File: src/rtl/apb_bus_bridge.sv
// apb_bus_bridge: CPU data bus to N-slave APB bridge with region decode, byte strobes and error flagging.
// Optional feature macro: APB_TIMEOUT_EN (bounds the ACCESS wait to TIMEOUT_CYCLES, then errors).
module apb_bus_bridge #(
    parameter int          NUM_SLAVES     = 4,
    parameter logic [31:0] BASE_ADDR      = 32'h1000_0000,
    parameter int          REGION_BITS    = 12,
    parameter int          TIMEOUT_CYCLES = 16
) (
    input  logic                     clk,
    input  logic                     reset,
    input  logic                     transfer,
    input  logic                     busWe,
    input  logic [31:0]              busAddr,
    input  logic [31:0]              busWData,
    input  logic [1:0]               store_size,
    output logic [31:0]              busRData,
    output logic                     ready,
    output logic                     busErr,
    output logic [31:0]              PADDR,
    output logic [31:0]              PWDATA,
    output logic                     PWRITE,
    output logic [3:0]               PSTRB,
    output logic [NUM_SLAVES-1:0]    PSEL,
    output logic                     PENABLE,
    input  logic [32*NUM_SLAVES-1:0] PRDATA,
    input  logic [NUM_SLAVES-1:0]    PREADY
);
    typedef enum logic [1:0] {IDLE, SETUP, ACCESS, RESP} stateType;
    stateType state, nextState;
    logic [31:0] offset, slotIdx, wDataRep, selRData, rDataQ;
    logic [3:0] strb;
    logic [NUM_SLAVES-1:0] selQ;
    logic mapped, aligned, selReady, timedOut, errQ;
    // Decode the incoming request and mux the selected slave's response
    always_comb begin
        offset = busAddr - BASE_ADDR;
        slotIdx = offset >> REGION_BITS;
        mapped = busAddr >= BASE_ADDR && slotIdx < 32'(NUM_SLAVES);
        aligned = store_size == 2'b00 ? 1'b1 : store_size == 2'b01 ? !busAddr[0] : busAddr[1:0] == 2'b00;
        strb = store_size == 2'b00 ? 4'b0001 << busAddr[1:0] :
               store_size == 2'b01 ? 4'b0011 << {busAddr[1], 1'b0} : 4'b1111;
        wDataRep = store_size == 2'b00 ? {4{busWData[7:0]}} :
                   store_size == 2'b01 ? {2{busWData[15:0]}} : busWData;
        selReady = |(PREADY & selQ);
        selRData = '0;
        for (int i = 0; i < NUM_SLAVES; i++)
            selRData = selRData | (selQ[i] ? PRDATA[32*i +: 32] : 32'h0);
    end
`ifdef APB_TIMEOUT_EN
    logic [7:0] waitCnt;
    // Count ACCESS cycles so a stuck slave cannot hang the CPU
    always_ff @(posedge clk) begin
        if (!reset || state == SETUP) waitCnt <= '0;
        else if (state == ACCESS) waitCnt <= waitCnt + 8'd1;
    end
    // Flag expiry only when the selected slave is still not ready
    always_comb timedOut = state == ACCESS && waitCnt == 8'(TIMEOUT_CYCLES) && !selReady;
`else
    // Without the timeout an ACCESS phase waits for the slave indefinitely
    always_comb timedOut = 1'b0;
`endif
    // State register
    always_ff @(posedge clk) begin
        if (!reset) state <= IDLE;
        else state <= nextState;
    end
    // Next-state logic; errors skip the APB phases and answer directly
    always_comb begin
        nextState = state;
        unique case (state)
            IDLE:    nextState = transfer ? (mapped && aligned ? SETUP : RESP) : IDLE;
            SETUP:   nextState = ACCESS;
            ACCESS:  nextState = selReady || timedOut ? RESP : ACCESS;
            default: nextState = IDLE;
        endcase
    end
    // Latch the request on acceptance and capture the slave's response
    always_ff @(posedge clk) begin
        if (!reset) begin
            PADDR <= '0;
            PWDATA <= '0;
            PWRITE <= 1'b0;
            PSTRB <= '0;
            selQ <= '0;
            rDataQ <= '0;
            errQ <= 1'b0;
        end else if (state == IDLE && transfer) begin
            PADDR <= busAddr;
            PWDATA <= wDataRep;
            PWRITE <= busWe;
            PSTRB <= busWe ? strb : 4'b0000;
            selQ <= mapped && aligned ? NUM_SLAVES'(1) << slotIdx : '0;
            rDataQ <= '0;
            errQ <= !(mapped && aligned);
        end else if (state == ACCESS && (selReady || timedOut)) begin
            rDataQ <= PWRITE || timedOut ? 32'h0 : selRData;
            errQ <= timedOut;
        end
    end
    // Bus-side outputs derived from the current phase
    always_comb begin
        PSEL = state == SETUP || state == ACCESS ? selQ : '0;
        PENABLE = state == ACCESS;
        ready = state == RESP;
        busRData = ready ? rDataQ : 32'h0;
        busErr = ready && errQ;
    end
endmodule
File: config.mk
export PLATFORM = sky130hd
export DESIGN_NAME = apb_bus_bridge
export DESIGN_NICKNAME = d
export VERILOG_FILES = /design/src/rtl/apb_bus_bridge.sv
export SDC_FILE = /design/constraint.sdc
export NUM_CORES = 1
export LEC_CHECK = 0
export BUFFER_PORTS_ARGS = -buffer_cell sky130_fd_sc_hd__buf_2
export CAP_MARGIN = 30
export CORE_MARGIN = 4
export CORE_UTILIZATION = 30
export CTS_CLUSTER_SIZE = 30
export DETAILED_ROUTE_END_ITERATION = 10
export GPL_TIMING_DRIVEN = 0
export PLACE_DENSITY = 0.71
export SLEW_MARGIN = 10
export SYNTH_ARGS = -nofsm -noshare
export SYNTH_HDL_FRONTEND = slang
export SYNTH_SLANG_ARGS = --single-unit
export TNS_END_PERCENT = 5
File: constraint.sdc
create_clock -name clk -period 1.5 [get_ports clk]
set_input_delay 0.075 -clock clk [delete_from_list [all_inputs] [get_ports clk]]
set_output_delay 0.075 -clock clk [all_outputs]
set_load 0.05 [all_outputs]
After elaboration in Yosys (flattened, before gate mapping):

Cells that the tools add are included.

* flip-flop bits (word level): 108
* input bits: 202
* logic and storage cells: 58

* reduce and logical (&&, ||, !) cells: 14
* $lt $le $gt $ge: 2
* $add $sub $neg: 1
* multiplexer cells: 21
* equality and inequality tests: 4
* bitwise logic cells: 5
* shift operators: 3

Operators with widths (count)
* $mux W32: 8
* $or A32 B32 Y32: 3
* $ge A32 B29 Y1 const B: 1
* $sub A32 B29 Y32 const B: 1
* $lt A20 B3 Y1 const B: 1
* $mux W4: 5
* $shl A1 B20 Y4 const A: 1
* $logic_not A2 Y1: 3
* $pmux W2 S3: 1
* $logic_and A1 B1 Y1: 5
* $mux W1: 5
* $and A4 B4 Y4: 1
* $eq A2 B1 Y1 const B: 2
* $eq A2 B2 Y1 const B: 2
* $mux W2: 2
* $reduce_or A4 Y1: 1
* $shl A1 B2 Y4 const A: 1
* $shl A2 B2 Y4 const A: 1
* $logic_not A1 Y1: 2
* $reduce_bool A2 Y1: 1
* $reduce_or A2 Y1: 1
* $logic_or A1 B1 Y1: 1
* $not A1 Y1: 1

Longest topological paths before layout:

* depth in word-level cells: 7
* mapped depth: 8
* mapped depth without buffers: 7

Least setup slack after synthesis:

OpenSTA, ideal clock, no wires.

* kind: register to register
* from: register state[0]
* to: register rDataQ[25]
* data arrival time: 1623 ps
* data required time: 1435 ps
* setup slack: -188 ps
* cell stages (with the launch flop): 9
* path through: dfxtp_1 > inv_1 > ha_1 > o21ai_1 > buf_2 > buf_4 > nor3_1 > a21oi_1 > nor2_1

RTL lines
* start, declared: line 29 `stateType state, nextState;`
* start signal, assigned: line 65 `else state <= nextState;`
* $eq A2 B2 Y1
* named net PENABLE: line 24 `output logic PENABLE,`
* $logic_and A1 B1 Y1: line 95 `end else if (state == ACCESS && (selReady || timedOut)) begin`
* end signal, assigned: line 96 `rDataQ <= PWRITE || timedOut ? 32'h0 : selRData;`
* end, declared: line 30 `logic [31:0] offset, slotIdx, wDataRep, selRData, rDataQ;`

The timed path passes the listed nets, and every way through them passes these cells.
A chain may end at the register's enable or synchronous reset.

Worst setup path in the final report:

* from: register state[1]
* to: output busRData[3]

* cells in the longest elaborated chain, start to end: 2

RTL lines
* $eq A2 B2 Y1: line 104 `ready = state == RESP;`
* $mux W32: line 105 `busRData = ready ? rDataQ : 32'h0;`
* end, declared: line 16 `output logic [31:0] busRData,`

No other way between the ends.

==> flow_summary.toml <==
[floorplanning]
start_util_pct = 30.8
coreArea_sq_mm = 0.0174
row_count = 48
die_w_microns = 142
dieArea_sq_mm = 0.0201
die-height_microns = 142
ios = 310

[grt]
grt_max_degree = 18
grt_use_total_pct = 20.5
grt_overflow_total = 0
grt_pass1_vias = 6083
antenna_found_initial = 2
grt_pass1_wl_microns = 32600

[setup_path]
worstSetupStartpointType = "flop"
worstPathArrival_ps = 1420
startpoint = "state[1]"
crit_slowest_cell = "dfxtp_4"
cp_max_fo = 10
cp_cell_sequence = "ha_4 > buf_8 > and2_1 > buf_6"
crit_required_ps = 1420
crit_type = "flop to primary output"
endpoint_kind = "primary output"
r2r_start = "selQ[1]"
r2r_setup_slack_ps = 40
max_stage_delay_ps = 380

[finish]
nNetsFinal = 1220
area_growth_syn_to_layout_pct = 56.6
fin_cells = 1244
fin_area_sq_mm = 0.00841
layout-drive-gt1-share_pct = 41.6

[clock_network]
htree_levels = 3
clk_pin_slew_ps = 70
clk_latency_ps = 350
cts_tree = "done"
cts_buffer_depth = 2
cts_root_buffer = "clkbuf_16"
clock-sinks = 108
cts-buffers-inserted = 9

[placed_design]
dp_slack_ps = -592
dp_hpwl_microns = 17000
place.gp.congestion = 0.900
post_dp_cell_area_sq_mm = 0.00720
placed_cells = 1198
numPortBuffers = 308

[sta]
min_period_ps = 1500
finClkSkew_ps = 8.35
worst_slew_pin_slew_ps = 528
setup_viol = 0
finalHoldViolCount = 0
hold_ws_ps = 21.1
rsz0062_at_grt = "yes"
setup_slack_ps = 1.63
period_share_pct = 99.9
fmax_ghz = 0.667
max_slew_margin_pct = 64.8
slew_violations = 0

[synth]
syn_avg_cell_area_sq_um = 8.08
ys_types = 36
synth_adder_area_share_pct = 1.40
synth.mux.area_fraction_pct = 3.17
synth_seq_cells = 108
yosysWarnings = 0
synth_top_family_by_area = "compound AO/OA/AOI/OAI gates"
synth_compound_area_share_pct = 27.8
ys_async_sr_fraction_pct = 0
synth-edff-count = 0
synthesis.area_sq_mm = 0.00537
synth-seq-area-share_pct = 40.3
synth_nets = 873
synth-simple-area-share_pct = 21.9
synth_xor_area_share_pct = 0
synth_flop_cell = "dfxtp_1"
syn-instance-count = 665

[drt]
drcViolationCount = 0
routed_wl_microns = 22300
firstDrtPassIters = 5
vias = 6265
viasPerCell = 5.04
antenna_left = 0
drt_iter0_markers = 269
wl_per_cell_microns = 17.9

[power_and_ir_drop]
peakVddDrop_uv = 637
power_uw = 7620
power_density_mw_per_mm2 = 906
p_leak_uw = 0.00395

[outcome]
status = "finished, final reports clean"

[worst_hold_path]
hold_class = "primary input to flop"
worstHoldStart = "busAddr[29]"

[job]
cap_violations = 0
[layout make-up]
type	instances	area [sq um]
clock buffers	11	243
well taps	225	282
inverters	7	26.3
multi-input cells	486	3080
flip-flops and latches	108	2170
diodes	2	5.00
plain buffers	60	425
repair buffers	340	2120
fillers	1694	9000
clock inverters	5	61.3
[state kept, by name, indices dropped and copies added, names as in the netlist]
name,cells
errQ,1
PWRITE,1
PADDR,32
PWDATA,32
selQ,4
state,2
rDataQ,32
PSTRB,4
[power by group]
group / switching [uW] / internal [uW] / leakage, uW
Clock: 1110 / 1350 / 0.000150
Sequential: 94.3 / 3050 / 0.000884
Combinational: 1340 / 686 / 0.00292
Total: 2540 / 5080 / 0.00395
[critical path, delay by kind of cell (launching register included)]
kind	cells	cell delay, ps
flops	1	380
simple gates	1	160
fa+ha+maj	1	230
buf+inv	2	310
[cells by family after synthesis]
group | Yosys count
simple gates | 262
compound gates | 201
flops | 108
buf+inv | 71
mux | 17
fa+ha+maj | 6
[repair_timing]
item	in CTS	in global routing
setup endpoints to repair	145	127
pin swaps	0	17
hold endpoints to repair	27	0
setup buffers	2	3
hold buffers	27	0
gates resized for setup	123	114
[routing by layer]
metal | GRT usage (%) | part of all wire (%) | vias to the layer above
li1 | - | - | 3056
met2 | 38.3 | 52 | 269
met1 | 21.8 | 37 | 2904
met5 | 0 | 0 | -
met4 | 7.07 | 2.9 | 0
met3 | 6.10 | 8.3 | 36
[cell usage after synthesis, types with 16 or more instances]
cell type / n / area [sq um]
a21boi_0: 51 / 383
a21oi_1: 37 / 185
a221oi_1: 32 / 280
a22o_1: 36 / 315
and2_1: 39 / 244
clkbuf_1: 43 / 161
dfxtp_1: 108 / 2160
mux2i_1: 17 / 170
nand2_1: 131 / 492
nor2_1: 37 / 139
nor3_1: 33 / 165
o211a_1: 16 / 160
o21ai_0: 17 / 85.1
[layout by cell type, fill, tap and decap left out, types with 23 or more instances in the layout]
master and instances:
a21boi_0 43, a21oi_1 37, a221oi_1 23, a22o_1 36, buf_2 278, dfxtp_1 103
dlygate4sd3_1 27, nand2_1 129, nor2_1 37, nor3_1 33
[stage by stage]
stage | TNS [ps] | utilization, %
CTS | -65.6 | 46.7
finish | 0 | 48.3
global placement | -48100 | 41.3
global route | -883 | 48.3
floorplan | -758 | -
detailed placement | -47060 | 41.3
[final timing paths]
check,endpoint,cells past startpoint
worst min register to register,PWDATA[31],2
worst max-delay path,busRData[3],4
worst max register to register,rDataQ[21],7
worst min-delay path,PADDR[29],3
No activity file was read; power rests on OpenSTA's default activity.
